`config.mk`:
```
export PLATFORM = sky130hd
export DESIGN_NAME = ex_stage
export DESIGN_NICKNAME = d
export VERILOG_FILES = /design/src/rtl/mips_pkg.sv /design/src/rtl/muldiv_unit.sv /design/src/rtl/ex_stage.sv
export SDC_FILE = /design/constraint.sdc
export NUM_CORES = 1
export LEC_CHECK = 0
export BUFFER_PORTS_ARGS = -buffer_cell sky130_fd_sc_hd__buf_2
export CAP_MARGIN = 5
export CORE_MARGIN = 10
export CORE_UTILIZATION = 42
export CTS_BUF_LIST = sky130_fd_sc_hd__clkbuf_4
export DETAILED_ROUTE_END_ITERATION = 8
export PLACE_DENSITY = 0.74
export SYNTH_ARGS = -nofsm -noshare
export SYNTH_HDL_FRONTEND = slang
export SYNTH_SLANG_ARGS = --single-unit
```
`constraint.sdc`:
```
create_clock -name clk -period 9.5 [get_ports clk]
set_clock_uncertainty 0.15 [all_clocks]
set_input_delay 2.85 -clock clk [delete_from_list [all_inputs] [get_ports clk]]
set_output_delay 2.85 -clock clk [all_outputs]
set_load 0.02 [all_outputs]
```
`src/rtl/mips_pkg.sv`:
```
// Shared MIPS pipeline definitions: funct codes, ALU/forward encodings and the
// EX/MEM bundle layout consumed by both the EX and MEM stages.
package mips_pkg;

    localparam logic [5:0] FUNCT_MFHI  = 6'h10;
    localparam logic [5:0] FUNCT_MFLO  = 6'h12;
    localparam logic [5:0] FUNCT_MULT  = 6'h18;
    localparam logic [5:0] FUNCT_MULTU = 6'h19;
    localparam logic [5:0] FUNCT_DIV   = 6'h1A;
    localparam logic [5:0] FUNCT_DIVU  = 6'h1B;
    localparam logic [5:0] FUNCT_ADD   = 6'h20;
    localparam logic [5:0] FUNCT_SUB   = 6'h22;
    localparam logic [5:0] FUNCT_AND   = 6'h24;
    localparam logic [5:0] FUNCT_OR    = 6'h25;
    localparam logic [5:0] FUNCT_SLT   = 6'h2A;

    typedef enum logic [1:0] {
        ALU_OP_ADD   = 2'b00,
        ALU_OP_SUB   = 2'b01,
        ALU_OP_FUNCT = 2'b10,
        ALU_OP_OR    = 2'b11
    } alu_op_e;

    typedef enum logic [1:0] {
        FWD_IDEX     = 2'b00,
        FWD_WB       = 2'b01,
        FWD_MEM      = 2'b10,
        FWD_IDEX_ALT = 2'b11
    } fwd_sel_e;

    typedef enum logic [1:0] {
        MD_IDLE = 2'b00,
        MD_BUSY = 2'b01,
        MD_DONE = 2'b10
    } md_state_e;

    localparam int EXM_W      = 107;
    localparam int EXM_WR_LSB = 105;
    localparam int EXM_WR_W   = 2;
    localparam int EXM_MEM_LSB = 102;
    localparam int EXM_MEM_W  = 3;
    localparam int EXM_BT_LSB = 70;
    localparam int EXM_ZERO   = 69;
    localparam int EXM_ALU_LSB = 37;
    localparam int EXM_SD_LSB = 5;
    localparam int EXM_RD_LSB = 0;
    localparam int EXM_RD_W   = 5;

    // mult, multu, div, divu occupy funct 0x18..0x1B
    function automatic logic is_muldiv(input logic [5:0] funct);
        return funct[5:2] == 4'b0110;
    endfunction

endpackage

```
`src/rtl/muldiv_unit.sv`:
```
// Iterative 32-bit multiply (shift-add) / divide (restoring) with HI/LO.
// One iteration per cycle; signed operations run on magnitudes and fix signs at the end.
module muldiv_unit
    import mips_pkg::*;
#(
    parameter int MD_CYCLES = 32
) (
    input  logic        clk,
    input  logic        rst,
    input  logic        start,
    input  logic        is_signed,
    input  logic        op,
    input  logic [31:0] a,
    input  logic [31:0] b,
    output logic        busy,
    output logic        done,
    output logic [31:0] hi,
    output logic [31:0] lo
);

    localparam int CNT_W = $clog2(MD_CYCLES + 1);

    md_state_e          state_q, state_d;
    logic [CNT_W-1:0]   cnt_q;
    logic [31:0]        hi_q, lo_q;
    logic [31:0]        acc_hi_p1, acc_lo_p1, dvs_p1, dvd_p1;
    logic               op_p1, neg_q_p1, neg_r_p1, div0_p1;

    logic               a_neg, b_neg, last_step, div_ge;
    logic [31:0]        a_mag, b_mag, step_hi, step_lo, div_diff, res_hi, res_lo;
    logic [32:0]        mul_sum, div_shift;
    logic [63:0]        mul_res;

    function automatic logic [31:0] cneg32(input logic neg, input logic [31:0] v);
        return neg ? (~v + 32'd1) : v;
    endfunction

    assign a_neg     = is_signed & a[31];
    assign b_neg     = is_signed & b[31];
    assign a_mag     = cneg32(a_neg, a);
    assign b_mag     = cneg32(b_neg, b);
    assign last_step = (cnt_q == CNT_W'(1));

    // one iteration: acc_hi holds partial product / remainder, acc_lo multiplier / quotient
    always_comb begin
        mul_sum   = {1'b0, acc_hi_p1} + (acc_lo_p1[0] ? {1'b0, dvs_p1} : 33'd0);
        div_shift = {acc_hi_p1, acc_lo_p1[31]};
        div_ge    = div_shift >= {1'b0, dvs_p1};
        div_diff  = div_shift[31:0] - dvs_p1;
        if (op_p1) begin
            step_hi = div_ge ? div_diff : div_shift[31:0];
            step_lo = {acc_lo_p1[30:0], div_ge};
        end else begin
            step_hi = mul_sum[32:1];
            step_lo = {mul_sum[0], acc_lo_p1[31:1]};
        end
        mul_res = neg_q_p1 ? (~{step_hi, step_lo} + 64'd1) : {step_hi, step_lo};
        if (!op_p1) begin
            res_hi = mul_res[63:32];
            res_lo = mul_res[31:0];
        end else if (div0_p1) begin
            res_hi = dvd_p1;
            res_lo = 32'hFFFF_FFFF;
        end else begin
            res_hi = cneg32(neg_r_p1, step_hi);
            res_lo = cneg32(neg_q_p1, step_lo);
        end
    end

    always_comb begin
        state_d = state_q;
        case (state_q)
            MD_IDLE: if (start) state_d = MD_BUSY;
            MD_BUSY: if (last_step) state_d = MD_DONE;
            MD_DONE: state_d = MD_IDLE;
            default: state_d = MD_IDLE;
        endcase
    end

    always_ff @(posedge clk or posedge rst) begin
        if (rst) begin
            state_q <= MD_IDLE;
            cnt_q   <= '0;
            hi_q    <= '0;
            lo_q    <= '0;
        end else begin
            state_q <= state_d;
            if (state_q == MD_IDLE && start)
                cnt_q <= CNT_W'(MD_CYCLES);
            else if (state_q == MD_BUSY)
                cnt_q <= cnt_q - CNT_W'(1);
            if (state_q == MD_BUSY && last_step) begin
                hi_q <= res_hi;
                lo_q <= res_lo;
            end
        end
    end

    // operand latch and iteration datapath
    always_ff @(posedge clk) begin
        if (state_q == MD_IDLE && start) begin
            op_p1     <= op;
            neg_q_p1  <= a_neg ^ b_neg;
            neg_r_p1  <= a_neg;
            div0_p1   <= (b == 32'd0);
            dvd_p1    <= a;
            dvs_p1    <= b_mag;
            acc_hi_p1 <= '0;
            acc_lo_p1 <= a_mag;
        end else if (state_q == MD_BUSY) begin
            acc_hi_p1 <= step_hi;
            acc_lo_p1 <= step_lo;
        end
    end

    assign busy = (state_q == MD_BUSY);
    assign done = (state_q == MD_DONE);
    assign hi   = hi_q;
    assign lo   = lo_q;

endmodule

```
`src/rtl/ex_stage.sv`:
```
// MIPS execute stage: forwarding, ALU, branch target and EX/MEM register.
// Mult/div hardware is built only when EX_STAGE_MULDIV_EN is defined.
module ex_stage
    import mips_pkg::*;
#(
    parameter int MD_CYCLES = 32
) (
    input  logic         clk,
    input  logic         rst,
    input  logic [4:0]   id_ex_rt,
    input  logic [4:0]   id_ex_rd,
    input  logic [31:0]  id_ex_ext,
    input  logic [31:0]  id_ex_data1,
    input  logic [31:0]  id_ex_data2,
    input  logic [31:0]  id_ex_pc_4,
    input  logic [3:0]   id_ex_ex_con,
    input  logic [2:0]   id_ex_mem_con,
    input  logic [1:0]   id_ex_wr_con,
    input  logic [1:0]   fwd_a,
    input  logic [1:0]   fwd_b,
    input  logic [31:0]  wb_data,
    input  logic [31:0]  ex_mem_fwd,
    output logic         stall,
    output logic [106:0] ex_mem_out
);

    logic [5:0]       funct;
    logic [31:0]      op_a, fwd_b_val, op_b, alu_res, br_tgt, hi, lo;
    logic [4:0]       dest;
    logic             md_present;
    logic [EXM_W-1:0] ex_mem_p0, ex_mem_p1;

    function automatic logic [31:0] fwd_mux(input logic [1:0] sel, input logic [31:0] idex,
                                            input logic [31:0] wb, input logic [31:0] mem);
        case (sel)
            FWD_WB:  return wb;
            FWD_MEM: return mem;
            default: return idex;
        endcase
    endfunction

    assign funct      = id_ex_ext[5:0];
    assign md_present = (id_ex_ex_con[2:1] == ALU_OP_FUNCT) && is_muldiv(funct);
    assign op_a       = fwd_mux(fwd_a, id_ex_data1, wb_data, ex_mem_fwd);
    assign fwd_b_val  = fwd_mux(fwd_b, id_ex_data2, wb_data, ex_mem_fwd);
    assign op_b       = id_ex_ex_con[0] ? id_ex_ext : fwd_b_val;
    assign dest       = id_ex_ex_con[3] ? id_ex_rd : id_ex_rt;
    assign br_tgt     = id_ex_pc_4 + {id_ex_ext[29:0], 2'b00};

`ifdef EX_STAGE_MULDIV_EN
    logic md_busy, md_done;

    muldiv_unit #(.MD_CYCLES(MD_CYCLES)) u_muldiv (
        .clk       (clk),
        .rst       (rst),
        .start     (md_present),
        .is_signed (~funct[0]),
        .op        (funct[1]),
        .a         (op_a),
        .b         (fwd_b_val),
        .busy      (md_busy),
        .done      (md_done),
        .hi        (hi),
        .lo        (lo)
    );

    // stall is forced low while reset is asserted, even if a mult/div sits in ID/EX
    assign stall = !rst && (md_busy || (!md_done && md_present));
`else
    logic [31:0] unused_md_cycles;

    assign unused_md_cycles = 32'(MD_CYCLES);
    assign hi    = '0;
    assign lo    = '0;
    assign stall = 1'b0;
`endif

    always_comb begin
        alu_res = '0;
        case (id_ex_ex_con[2:1])
            ALU_OP_ADD: alu_res = op_a + op_b;
            ALU_OP_SUB: alu_res = op_a - op_b;
            ALU_OP_OR:  alu_res = op_a | op_b;
            default: begin
                case (funct)
                    FUNCT_ADD:  alu_res = op_a + op_b;
                    FUNCT_SUB:  alu_res = op_a - op_b;
                    FUNCT_AND:  alu_res = op_a & op_b;
                    FUNCT_OR:   alu_res = op_a | op_b;
                    FUNCT_SLT:  alu_res = {31'd0, $signed(op_a) < $signed(op_b)};
                    FUNCT_MFHI: alu_res = hi;
                    FUNCT_MFLO: alu_res = lo;
                    default:    alu_res = '0;
                endcase
            end
        endcase
    end

    // stage boundary: EX -> EX/MEM; mult/div occupancy leaves a bubble
    always_comb begin
        ex_mem_p0 = '0;
        ex_mem_p0[EXM_WR_LSB  +: EXM_WR_W]  = md_present ? '0 : id_ex_wr_con;
        ex_mem_p0[EXM_MEM_LSB +: EXM_MEM_W] = md_present ? '0 : id_ex_mem_con;
        ex_mem_p0[EXM_BT_LSB  +: 32]        = br_tgt;
        ex_mem_p0[EXM_ZERO]                 = (alu_res == 32'd0);
        ex_mem_p0[EXM_ALU_LSB +: 32]        = alu_res;
        ex_mem_p0[EXM_SD_LSB  +: 32]        = fwd_b_val;
        ex_mem_p0[EXM_RD_LSB  +: EXM_RD_W]  = dest;
    end

    always_ff @(posedge clk or posedge rst) begin
        if (rst) ex_mem_p1 <= '0;
        else     ex_mem_p1 <= ex_mem_p0;
    end

    assign ex_mem_out = ex_mem_p1;

endmodule

```
======== Yosys cells after proc, flatten, opt, wreduce, memory -nomap -nowiden ========
Index checks and enable logic that the tools add are counted.
cells by class
  add/sub/neg operators ................... 3
  magnitude comparators ................... 1
  equality and inequality tests ........... 13
  muxes and demuxes ....................... 8
  bitwise operators ....................... 2
  reductions and logical operators ........ 3
operators with widths
  kind                  number
  $pmux W32 S5          1
  $pmux W32 S2          2
  $pmux W32 S3          1
  $add A32 B32 Y32      2
  $and A32 B32 Y32      1
  $logic_not A32 Y1     1
  $lt A32 B32 Y1        1
  $mux W32              1
  $or A32 B32 Y32       1
  $sub A32 B32 Y32      1
  $eq A6 B6 Y1 const B  5
  $eq A2 B2 Y1 const B  4
  $eq A2 B1 Y1 const B  3
  $mux W5               1
  $eq A4 B3 Y1 const B  1
  $mux W3               1
  $logic_not A2 Y1      1
  $mux W2               1
  $logic_and A1 B1 Y1   1
storage, ports and cells
  bits in registers ....................... 107
  input bits .............................. 217
  output and inout bits ................... 108
  word-level logic and storage cells ...... 31

======== Depth between registers and ports, before layout ========
Gate-level depths: netlist (run 1).
  depth after elaboration ................. 7
  depth in mapped cells ................... 22

======== Worst setup path before layout (run 1) ========
OpenSTA, ideal clock, no wires.
  path kind ............................... input to register
  start point ............................. input port fwd_b[0]
  end point ............................... register ex_mem_p1[69], in the netlist ex_mem_out[69]
  library setup time ...................... 0.096 ns
  data arrival time ....................... 7.294 ns
  slack ................................... 1.960 ns
  stages on the path ...................... 21
  buffers on the path ..................... 2
  cell sequence ........................... inv_1 ha_1 buf_2 buf_1 a21oi_1 o21ai_0 ha_1 inv_1 fa_1 o21bai_1 a21oi_1 xor2_1 nand2_1 o221ai_1 a211oi_1 or4b_1 or4b_1 or4_1 nor4_1 nand4_1 nor4_2
on the way
  word-level cells in the longest chain between the ends .. 7
  elaborated cells between the ends (all ways) .. 12
  classes of those cells .................. 2 x add/sub; 1 x order compare; 2 x eq/ne; 4 x mux; 2 x bitwise; 1 x reduce/logical
ends and longest elaborated chain
  element                                       line                            text
  start: declaration                            ex_stage.sv:20                  input logic [1:0] fwd_b,
  $eq A2 B2 Y1 or $eq A2 B1 Y1 (tied branches)  ex_stage.sv:35                  case (sel)
  $pmux W32 S2 *                                ex_stage.sv:35
  $mux W32 *                                    ex_stage.sv:46                  assign op_b = id_ex_ex_con[0] ? id_ex_ext : fwd_b_val;
  $sub A32 B32 Y32 (tied with other cells)      ex_stage.sv:82, ex_stage.sv:87
  $pmux W32 S5                                  ex_stage.sv:85                  case (funct)
  $pmux W32 S3 *                                ex_stage.sv:80                  case (id_ex_ex_con[2:1])
  $logic_not A32 Y1 *                           ex_stage.sv:105                 ex_mem_p0[EXM_ZERO] = (alu_res == 32'd0);
  via ex_mem_p0[69]                             ex_stage.sv:31                  logic [EXM_W-1:0] ex_mem_p0, ex_mem_p1;
  end signal: assignment                        ex_stage.sv:113                 else ex_mem_p1 <= ex_mem_p0;
  end: declaration                              ex_stage.sv:31
Mark *: on every way through the listed nets, which the timed path passes. The rest lies on a longest branch.

======== Final worst setup path (run 1) ========
  start point ............................. input port fwd_b[0]
  end point ............................... register ex_mem_p1[69], in the netlist ex_mem_out[69]
on the way
  word-level cells in the longest chain between the ends .. 7
  elaborated cells between the ends (all ways) .. 12
  classes of those cells .................. 2 x add/sub; 1 x order compare; 2 x eq/ne; 4 x mux; 2 x bitwise; 1 x reduce/logical
ends and longest elaborated chain
  element                                       line                            text
  $eq A2 B2 Y1 or $eq A2 B1 Y1 (tied branches)  ex_stage.sv:35
  $pmux W32 S2 *                                ex_stage.sv:35
  $mux W32 *                                    ex_stage.sv:46
  $sub A32 B32 Y32 (tied with other cells)      ex_stage.sv:82, ex_stage.sv:87
  $pmux W32 S5                                  ex_stage.sv:85
  $pmux W32 S3 *                                ex_stage.sv:80
  via alu_res[20]                               ex_stage.sv:28                  logic [31:0] op_a, fwd_b_val, op_b, alu_res, br_tgt, hi, lo;
  $logic_not A32 Y1 *                           ex_stage.sv:105
  via ex_mem_p0[69]                             ex_stage.sv:31
Marked as above.

==> flow_summary.json, run 1 <==
{
  "p_total_uw": 2010,
  "ir_worst_vdd_uv": 69.9,
  "fin_cells": 2214,
  "row_count": 61,
  "grt_pass1_wl_um": 78900,
  "grt-ovfl-total": 0,
  "path_class": "primary input to flip-flop",
  "relSlewSlack": 0.0310,
  "hold_buffers": 0,
  "power.net_switching_uw": 1010,
  "synth_edf_count": 0,
  "fin_tns_setup_ps": 0,
  "syn2layout_area_growth_pct": 17.5,
  "drt_iter0_markers": 1808,
  "synth_area_leaders": "dfrtp_1 23%, ha_1 15%, a21oi_1 6.0%",
  "initial_core_util": 0.426,
  "cp_data_arrival_time_ps": 8790,
  "numCtsBuffers": 9,
  "hold_path_class": "primary input to asynchronous set/reset pin",
  "grt_pass1_vias": 12900,
  "grt_util_all_layers": 0.283,
  "cts_tree": "yes",
  "hold_violations": 0,
  "worstMarginPinSlew_ps": 1440,
  "clkSlewWorstSetupHoldPaths_ps": 230,
  "dpl.hpwl_um": 42900,
  "cts_resized": 0,
  "clkPwrFrac": 0.127,
  "cp.required_ps": 9860,
  "sw_frac_of_total": 0.502,
  "cts_max_path_buffers": 2,
  "status": "complete, no violations",
  "ant_nets": 0,
  "max_freq_mhz": 119,
  "die_height_um": 188,
  "synthesis.nets": 1918,
  "ys.flop_type": "dfrtp_1",
  "routabilityCongestion": 1.03,
  "dr_total_vias": 13600,
  "core_area_um2": 27900,
  "power.density_cell_area_nw_per_um2": 144,
  "vias_per_cell": 6.14,
  "utilization": 0.501,
  "synth_seq_area_share": 0.226,
  "wire_per_inst_um": 24.1,
  "grt_max_degree": 82,
  "largest_reg_flops": 107,
  "fin_ws_ps": 1070,
  "dp_slack_ps": 729,
  "seq_power_share": 0.279,
  "startpoint": "fwd_b[0]",
  "end_kind": "flip-flop",
  "synthTopCellsByCount": "142 x a21oi_1, 142 x ha_1, 142 x nor2_1, 141 x inv_1, 126 x nand2_1",
  "p_int_uw": 1000,
  "firstDrtPassIters": 6,
  "pwr-share-comb": 0.594,
  "synthArstFlopShare": 1.00,
  "drc": 0,
  "syn_area_um2": 11900,
  "drt-total-wl_um": 53300,
  "die_area_um2": 35400,
  "cts-htree-levels": 3,
  "cp_max_fo": 40,
  "nets": 2186,
  "synth_top_area_frac": 0.226,
  "antenna_found_initial": 5,
  "crit_path_start_kind": "primary input",
  "cts_setup_buffers": 0,
  "yosysTopAreaCell": "dfrtp_1",
  "cts_root_buf": "clkbuf_4",
  "period_minus_slack_ps": 8430,
  "ys_ff_latch": 107,
  "post-route-period-util": 0.887,
  "p_leak_uw": 0.00682,
  "place_inst": 2191,
  "drive_gt1_frac": 0.220,
  "drv_slew": 0,
  "synth_cell_type_count": 82,
  "port_buffers": 323,
  "clkSinkCount": 107,
  "yosysWarningCount": 0,
  "ios": 325,
  "fp.dieW_um": 188,
  "synthCells": 1556,
  "setup_viol": 0,
  "avgSynthCellArea_um2": 7.63,
  "cap_viol_max_count": 0,
  "rsz0062_at_grt": "false"
}
-- placed cells by master, fill, tap and decap left out, types with 13 or more instances in the layout --
cell      synthesis  layout
and2_1           15      15
nand2_1         126     126
a21oi_1         142     141
a22oi_1          67      67
inv_1           141     140
o31ai_1          14      14
buf_2            12     323
nand2b_1         21      21
dfrtp_1         107     107
a211oi_1         13      13
nor4_1           15      15
o221ai_1         13      13
a21o_1           26      26
o22ai_1          19      19
o21a_1           29      29
nor2b_1          14      14
ha_1            142     140
xnor2_1          40      40
nor2_1          142     141
nor3_1           21      21
o211ai_1         15      15
o21bai_1         13      13
nand3_1          26      26
o21ai_0         102     102
buf_4             2      25
-- final timing paths --
kind	end	cells after the start	slack, ps
min in group clk	ex_mem_out[70]	1	2250
worst max-delay path	ex_mem_out[69]	21	1070
max in group asynchronous	ex_mem_out[37]	3	5670
worst min-delay path	ex_mem_out[13]	2	2070
-- kinds of logic after synthesis --
| group | synth area share |
|---|---|
| AOI/OAI and AO/OA | 0.315 |
| other | 0.000316 |
| muxes | 0.0116 |
| xor gates and xnor gates | 0.0384 |
| DFF | 0.226 |
| buffers and inverters | 0.0760 |
| adders and majority gates | 0.155 |
| and+or+nand+nor | 0.179 |
-- critical path: stages --
cell	delay (ps)
buf_2	90
inv_1	40
ha_2	610
buf_4	450
nor2_1	100
a21oi_1	160
o21ai_0	170
ha_1	380
buf_4	230
a21oi_1	160
o31ai_1	510
and3b_1	280
a21o_1	250
o31ai_1	420
o22ai_1	170
a2111oi_0	370
nor2_1	210
or4_1	620
nor4_1	300
nand4_1	210
nor4_2	180
-- power groups by stage --
stage	registers, uW	clock network (uW)	logic, uW
2_1_floorplan	672	0	662
3_3_place_gp	570	0	1160
3_5_place_dp	569	0	1160
4_1_cts	561	256	1160
5_1_grt	567	278	1290
6_report	561	256	1190
-- through the flow --
stage / hold WS (ps) / cell area, um^2
4_1_cts: 2070 / 13900
5_1_grt: 2060 / 13900
3_3_place_gp: 2730 / 13800
2_1_floorplan: 2730 / 11900
3_5_place_dp: 2730 / 13800
6_report: 2070 / 13900
-- routing by layer --
layer | vias to the layer above | track usage | routed length, um
met1 | 6476 | 0.379 | 22600
met4 | 2 | 0.0732 | 1310
met2 | 889 | 0.447 | 24000
li1 | 6130 | - | -
met3 | 105 | 0.0672 | 5470
met5 | - | 0 | 11
-- final cells by class --
cell class	count	area, um^2
Sequential cell	107	2680
Multi-Input combinational cell	1215	8310
Clock buffer	9	67.6
Tap cell	378	473
Inverter	143	539
Fill cell	2747	13900
Antenna cell	7	17.5
Timing Repair Buffer	348	1800
Clock inverter	7	58.8
(Power assumes the default switching activity.)
==> inputs of run 2 (changes only) <==
Settings changed: CTS_BUF_LIST sky130_fd_sc_hd__clkbuf_4 to sky130_fd_sc_hd__clkbuf_8.
==> run 2 against run 1 <==
Combinational power barely moved. Worst hold slack improved by 150 ps. Final cell count about the same. Critical path type unchanged. Largest power group unchanged. Highest routed layer is now met4.
==> flow_summary.json, run 2 (same netlist as run 1, synthesis figures left out) <==
{
  "cts_max_path_buffers": 2,
  "utilization": 0.503,
  "port_buffers": 323,
  "crit_path_start_kind": "primary input",
  "seqCellArea_um2": 2680,
  "hold_path_class": "primary input to asynchronous set/reset pin",
  "cts_root_buf": "clkbuf_8",
  "cp.required_ps": 9710,
  "grt_pass1_wl_um": 79000,
  "setup_viol": 0,
  "firstDrtPassIters": 6,
  "cp_max_fo": 40,
  "grt-ovfl-total": 0,
  "cp_num_buf_inv": 4,
  "cts_tree": "yes",
  "multiInputGateArea_um2": 8310,
  "drt-total-wl_um": 53300,
  "drive_gt1_frac": 0.221,
  "fp.dieW_um": 188,
  "die_area_um2": 35400,
  "relSlewSlack": 0.0618,
  "cts_resized": 0,
  "die_height_um": 188,
  "dr_total_vias": 13500,
  "dp_slack_ps": 729,
  "max_freq_mhz": 117,
  "ir_worst_vdd_uv": 70.0,
  "worstMarginPinSlew_ps": 1400,
  "vias_per_cell": 6.11,
  "post-route-period-util": 0.896,
  "numCtsBuffers": 9,
  "grt_util_all_layers": 0.284,
  "syn2layout_area_growth_pct": 18.1,
  "path_class": "primary input to flip-flop",
  "drv_slew": 0,
  "dpl.hpwl_um": 42900,
  "final_common_cell": "buf_2",
  "grt_max_degree": 82,
  "fin_ws_ps": 987,
  "final_cell_mix": "323 x buf_2, 141 x nor2_1, 141 x a21oi_1, 140 x inv_1, 140 x ha_1",
  "grt_pass1_vias": 12900,
  "wire_per_inst_um": 24.1,
  "p_leak_uw": 0.00685,
  "ios": 325,
  "period_minus_slack_ps": 8510,
  "initial_core_util": 0.426,
  "power.density_cell_area_nw_per_um2": 147,
  "critPathSlowestCell": "or4_1",
  "cp_cell_sequence": "buf_2 > inv_1 > ha_2 > buf_4 > nor2_1 > a21oi_1 > o21ai_0 > ha_1 > buf_4 > a21oi_1 > o31ai_1 > and3b_1 > a21o_1 > o31ai_1 > o22ai_1 > a2111oi_0 > nor2_1 > or4_1 > nor4_1 > nand4_1 > nor4_2",
  "cp.depth": 21,
  "nets": 2186,
  "antenna_found_initial": 2,
  "ant_nets": 0,
  "status": "complete, no violations",
  "hold_buffers": 0,
  "hold_violations": 0,
  "row_count": 61,
  "cp_data_arrival_time_ps": 8720,
  "fin_cells": 2212,
  "rsz0062_at_grt": "false",
  "drt_iter0_markers": 1924,
  "fillers": 2734,
  "core_area_um2": 27900,
  "fin_tns_setup_ps": 0,
  "place_inst": 2191,
  "p_total_uw": 2070,
  "drc": 0,
  "cap_viol_max_count": 0,
  "clkSinkCount": 107,
  "cts_setup_buffers": 0,
  "clkSlewWorstSetupHoldPaths_ps": 140,
  "largest_reg_flops": 107,
  "routabilityCongestion": 1.03,
  "critPathTopFamily": "compound AO/OA/AOI/OAI gates",
  "cts-htree-levels": 3,
  "end_kind": "flip-flop",
  "slowest_delay_ps": 630
}
==> run 2: power breakdown <==
| group | internal (uW) | switching (uW) | total, uW | leakage [uW] |
|---|---|---|---|---|
| combinational | 410 | 784 | 1190 | 0.00547 |
| sequential | 534 | 27.3 | 561 | 0.00129 |
| clock | 109 | 202 | 310 | 0.0000934 |
| total | 1050 | 1010 | 2070 | 0.00685 |
==> run 2: final cells by class <==
| cell class | count | area share |
|---|---|---|
| Inverter | 143 | 0.0385 |
| Sequential cell | 107 | 0.191 |
| Clock inverter | 6 | 0.00393 |
| Clock buffer | 10 | 0.00983 |
| Timing Repair Buffer | 348 | 0.129 |
| Tap cell | 378 | 0.0338 |
| Multi-Input combinational cell | 1215 | 0.593 |
| Antenna cell | 5 | 0.000893 |
==> run 2: worst max-delay path by stage <==
stage,startpoint,to,slack (ps)
global placement,fwd_b[0],ex_mem_out[69],730
detailed placement,fwd_b[0],ex_mem_out[69],730
CTS,fwd_b[0],ex_mem_out[69],1190
global route,fwd_b[0],ex_mem_out[69],530
floorplan,fwd_b[0],ex_mem_out[69],1960
finish,fwd_b[0],ex_mem_out[69],990
==> run 2: stage by stage <==
stage	area (um^2)	hold WS, ps
6_report	14000	2220
5_1_grt	14000	2250
4_1_cts	14000	2240
3_5_place_dp	13800	2730
3_3_place_gp	13800	2730
2_1_floorplan	11900	2730
==> run 2: layer usage <==
| layer | GRT usage | share of wire | vias up |
|---|---|---|---|
| met2 | 0.449 | 0.45 | 881 |
| li1 | - | - | 6131 |
| met4 | 0.0778 | 0.025 | 0 |
| met3 | 0.0612 | 0.10 | 106 |
| met5 | 0 | 0 | - |
| met1 | 0.380 | 0.42 | 6395 |
==> inputs of run 3 (changes only) <==
Settings changed: CELL_PAD_IN_SITES_DETAIL_PLACEMENT set to 1, CELL_PAD_IN_SITES_GLOBAL_PLACEMENT set to 1, PLACE_DENSITY 0.74 to 0.95.
==> run 3 against run 2 <==
Non-clock buffer count decreased by 4. Largest cell class unchanged. Combinational power increased by 3%. Worst setup slack got worse by 2.8 ps. Via count increased by 5.5%. Critical endpoint unchanged. Cell area decreased by 0.12%.
==> flow_summary.json, run 3 (same netlist as run 1, synthesis figures left out) <==
{
  "status": "complete, no violations",
  "die_area_um2": 35400,
  "setup_viol": 0,
  "slowest_delay_ps": 640,
  "clkSlewWorstSetupHoldPaths_ps": 140,
  "antenna_found_initial": 11,
  "grt_max_degree": 71,
  "p_leak_uw": 0.00684,
  "final_common_cell": "buf_2",
  "wire_per_inst_um": 27.5,
  "cts_resized": 0,
  "cp_data_arrival_time_ps": 8710,
  "clkSinkCount": 107,
  "dp_slack_ps": 752,
  "hold_buffers": 0,
  "firstDrtPassIters": 5,
  "largest_reg_flops": 107,
  "fin_ws_ps": 984,
  "initial_core_util": 0.426,
  "ant_nets": 0,
  "row_count": 61,
  "ios": 325,
  "cp_cell_sequence": "buf_2 > inv_1 > ha_2 > buf_4 > nor2_1 > a21oi_1 > o21ai_0 > ha_1 > buf_4 > inv_1 > o31ai_1 > and3b_1 > a21o_1 > o31ai_1 > o22ai_1 > a2111oi_0 > nor2_1 > or4_1 > nor4_1 > nand4_1 > nor4_2",
  "wl_met3_um": 6750,
  "met1_length_um": 23100,
  "drt_iter0_markers": 1524,
  "cp.depth": 21,
  "syn2layout_area_growth_pct": 17.9,
  "critPathSlowestCell": "or4_1",
  "die_height_um": 188,
  "cts_tree": "yes",
  "end_kind": "flip-flop",
  "route.met2.wl_um": 28500,
  "p_total_uw": 2120,
  "hold_violations": 0,
  "grt-ovfl-total": 0,
  "path_class": "primary input to flip-flop",
  "cts-htree-levels": 3,
  "nets": 2182,
  "fin_tns_setup_ps": 0,
  "hold_path_class": "primary input to asynchronous set/reset pin",
  "core_area_um2": 27900,
  "critPathTopFamily": "compound AO/OA/AOI/OAI gates",
  "cap_viol_max_count": 0,
  "vias_per_cell": 6.43,
  "top_layer_used": "met5",
  "power.density_cell_area_nw_per_um2": 151,
  "relSlewSlack": 0.0328,
  "numCtsBuffers": 9,
  "cts_max_path_buffers": 2,
  "drt-total-wl_um": 61000,
  "dr_total_vias": 14300,
  "drc": 0,
  "dpl.hpwl_um": 49100,
  "ir_worst_vdd_uv": 94.6,
  "cp.required_ps": 9690,
  "drv_slew": 0,
  "grt_pass1_wl_um": 90800,
  "holdWs_ps": 2360,
  "worstMarginPinSlew_ps": 1440,
  "period_minus_slack_ps": 8520,
  "cp_max_fo": 45,
  "fp.dieW_um": 188,
  "cp_num_buf_inv": 5,
  "final_cell_mix": "323 x buf_2, 141 x inv_1, 141 x nor2_1, 141 x a21oi_1, 140 x ha_1",
  "startpoint": "fwd_b[0]",
  "critPathCapture": "ex_mem_out[69]",
  "routabilityCongestion": 1.02,
  "max_freq_mhz": 117,
  "drive_gt1_frac": 0.219,
  "utilization": 0.502,
  "rsz0062_at_grt": "false",
  "crit_path_start_kind": "primary input",
  "cts_setup_buffers": 0,
  "grt_pass1_vias": 14800,
  "post-route-period-util": 0.896,
  "port_buffers": 323,
  "grt_util_all_layers": 0.325,
  "cts_root_buf": "clkbuf_8"
}
-- run 3: final cells by class --
| type | instances | area [um^2] |
|---|---|---|
| inverter | 143 | 539 |
| timing repair buffer | 344 | 1770 |
| clock buffer | 9 | 124 |
| antenna | 12 | 30.0 |
| clock inverter | 7 | 65.1 |
| sequential | 107 | 2680 |
| tap | 378 | 473 |
| multi-input combinational | 1215 | 8310 |
| fill | 3560 | 13900 |
-- run 3: worst min-delay path by stage --
stage | startpoint | end | slack [ps] | cells after the start
6_report | rst | ex_mem_out[67] | 2360 | 2
5_1_grt | id_ex_pc_4[0] | ex_mem_out[70] | 2360 | 1
4_1_cts | rst | ex_mem_out[52] | 2370 | 2
3_5_place_dp | id_ex_pc_4[0] | ex_mem_out[70] | 2810 | 1
3_3_place_gp | rst | ex_mem_out[0] | 2810 | 2
2_1_floorplan | id_ex_pc_4[0] | ex_mem_out[70] | 2730 | 0
-- run 3: power breakdown --
| group | total, uW | internal [uW] | switching, uW |
|---|---|---|---|
| Combinational | 1230 | 409 | 825 |
| Sequential | 565 | 534 | 30.5 |
| Clock | 317 | 101 | 215 |
| Total | 2120 | 1040 | 1070 |
-- run 3: layer usage --
metal	up-vias	global-route usage
met5	-	0
met4	2	0.138
met3	198	0.0881
met2	978	0.532
met1	6938	0.393
li1	6134	-
-- run 3: metrics by stage --
stage / instance area (um^2) / instances
2_1_floorplan: 11900 / 1556
5_1_grt: 14000 / 2212
3_3_place_gp: 13800 / 2187
4_1_cts: 14000 / 2203
3_5_place_dp: 13800 / 2187
6_report: 14000 / 2215
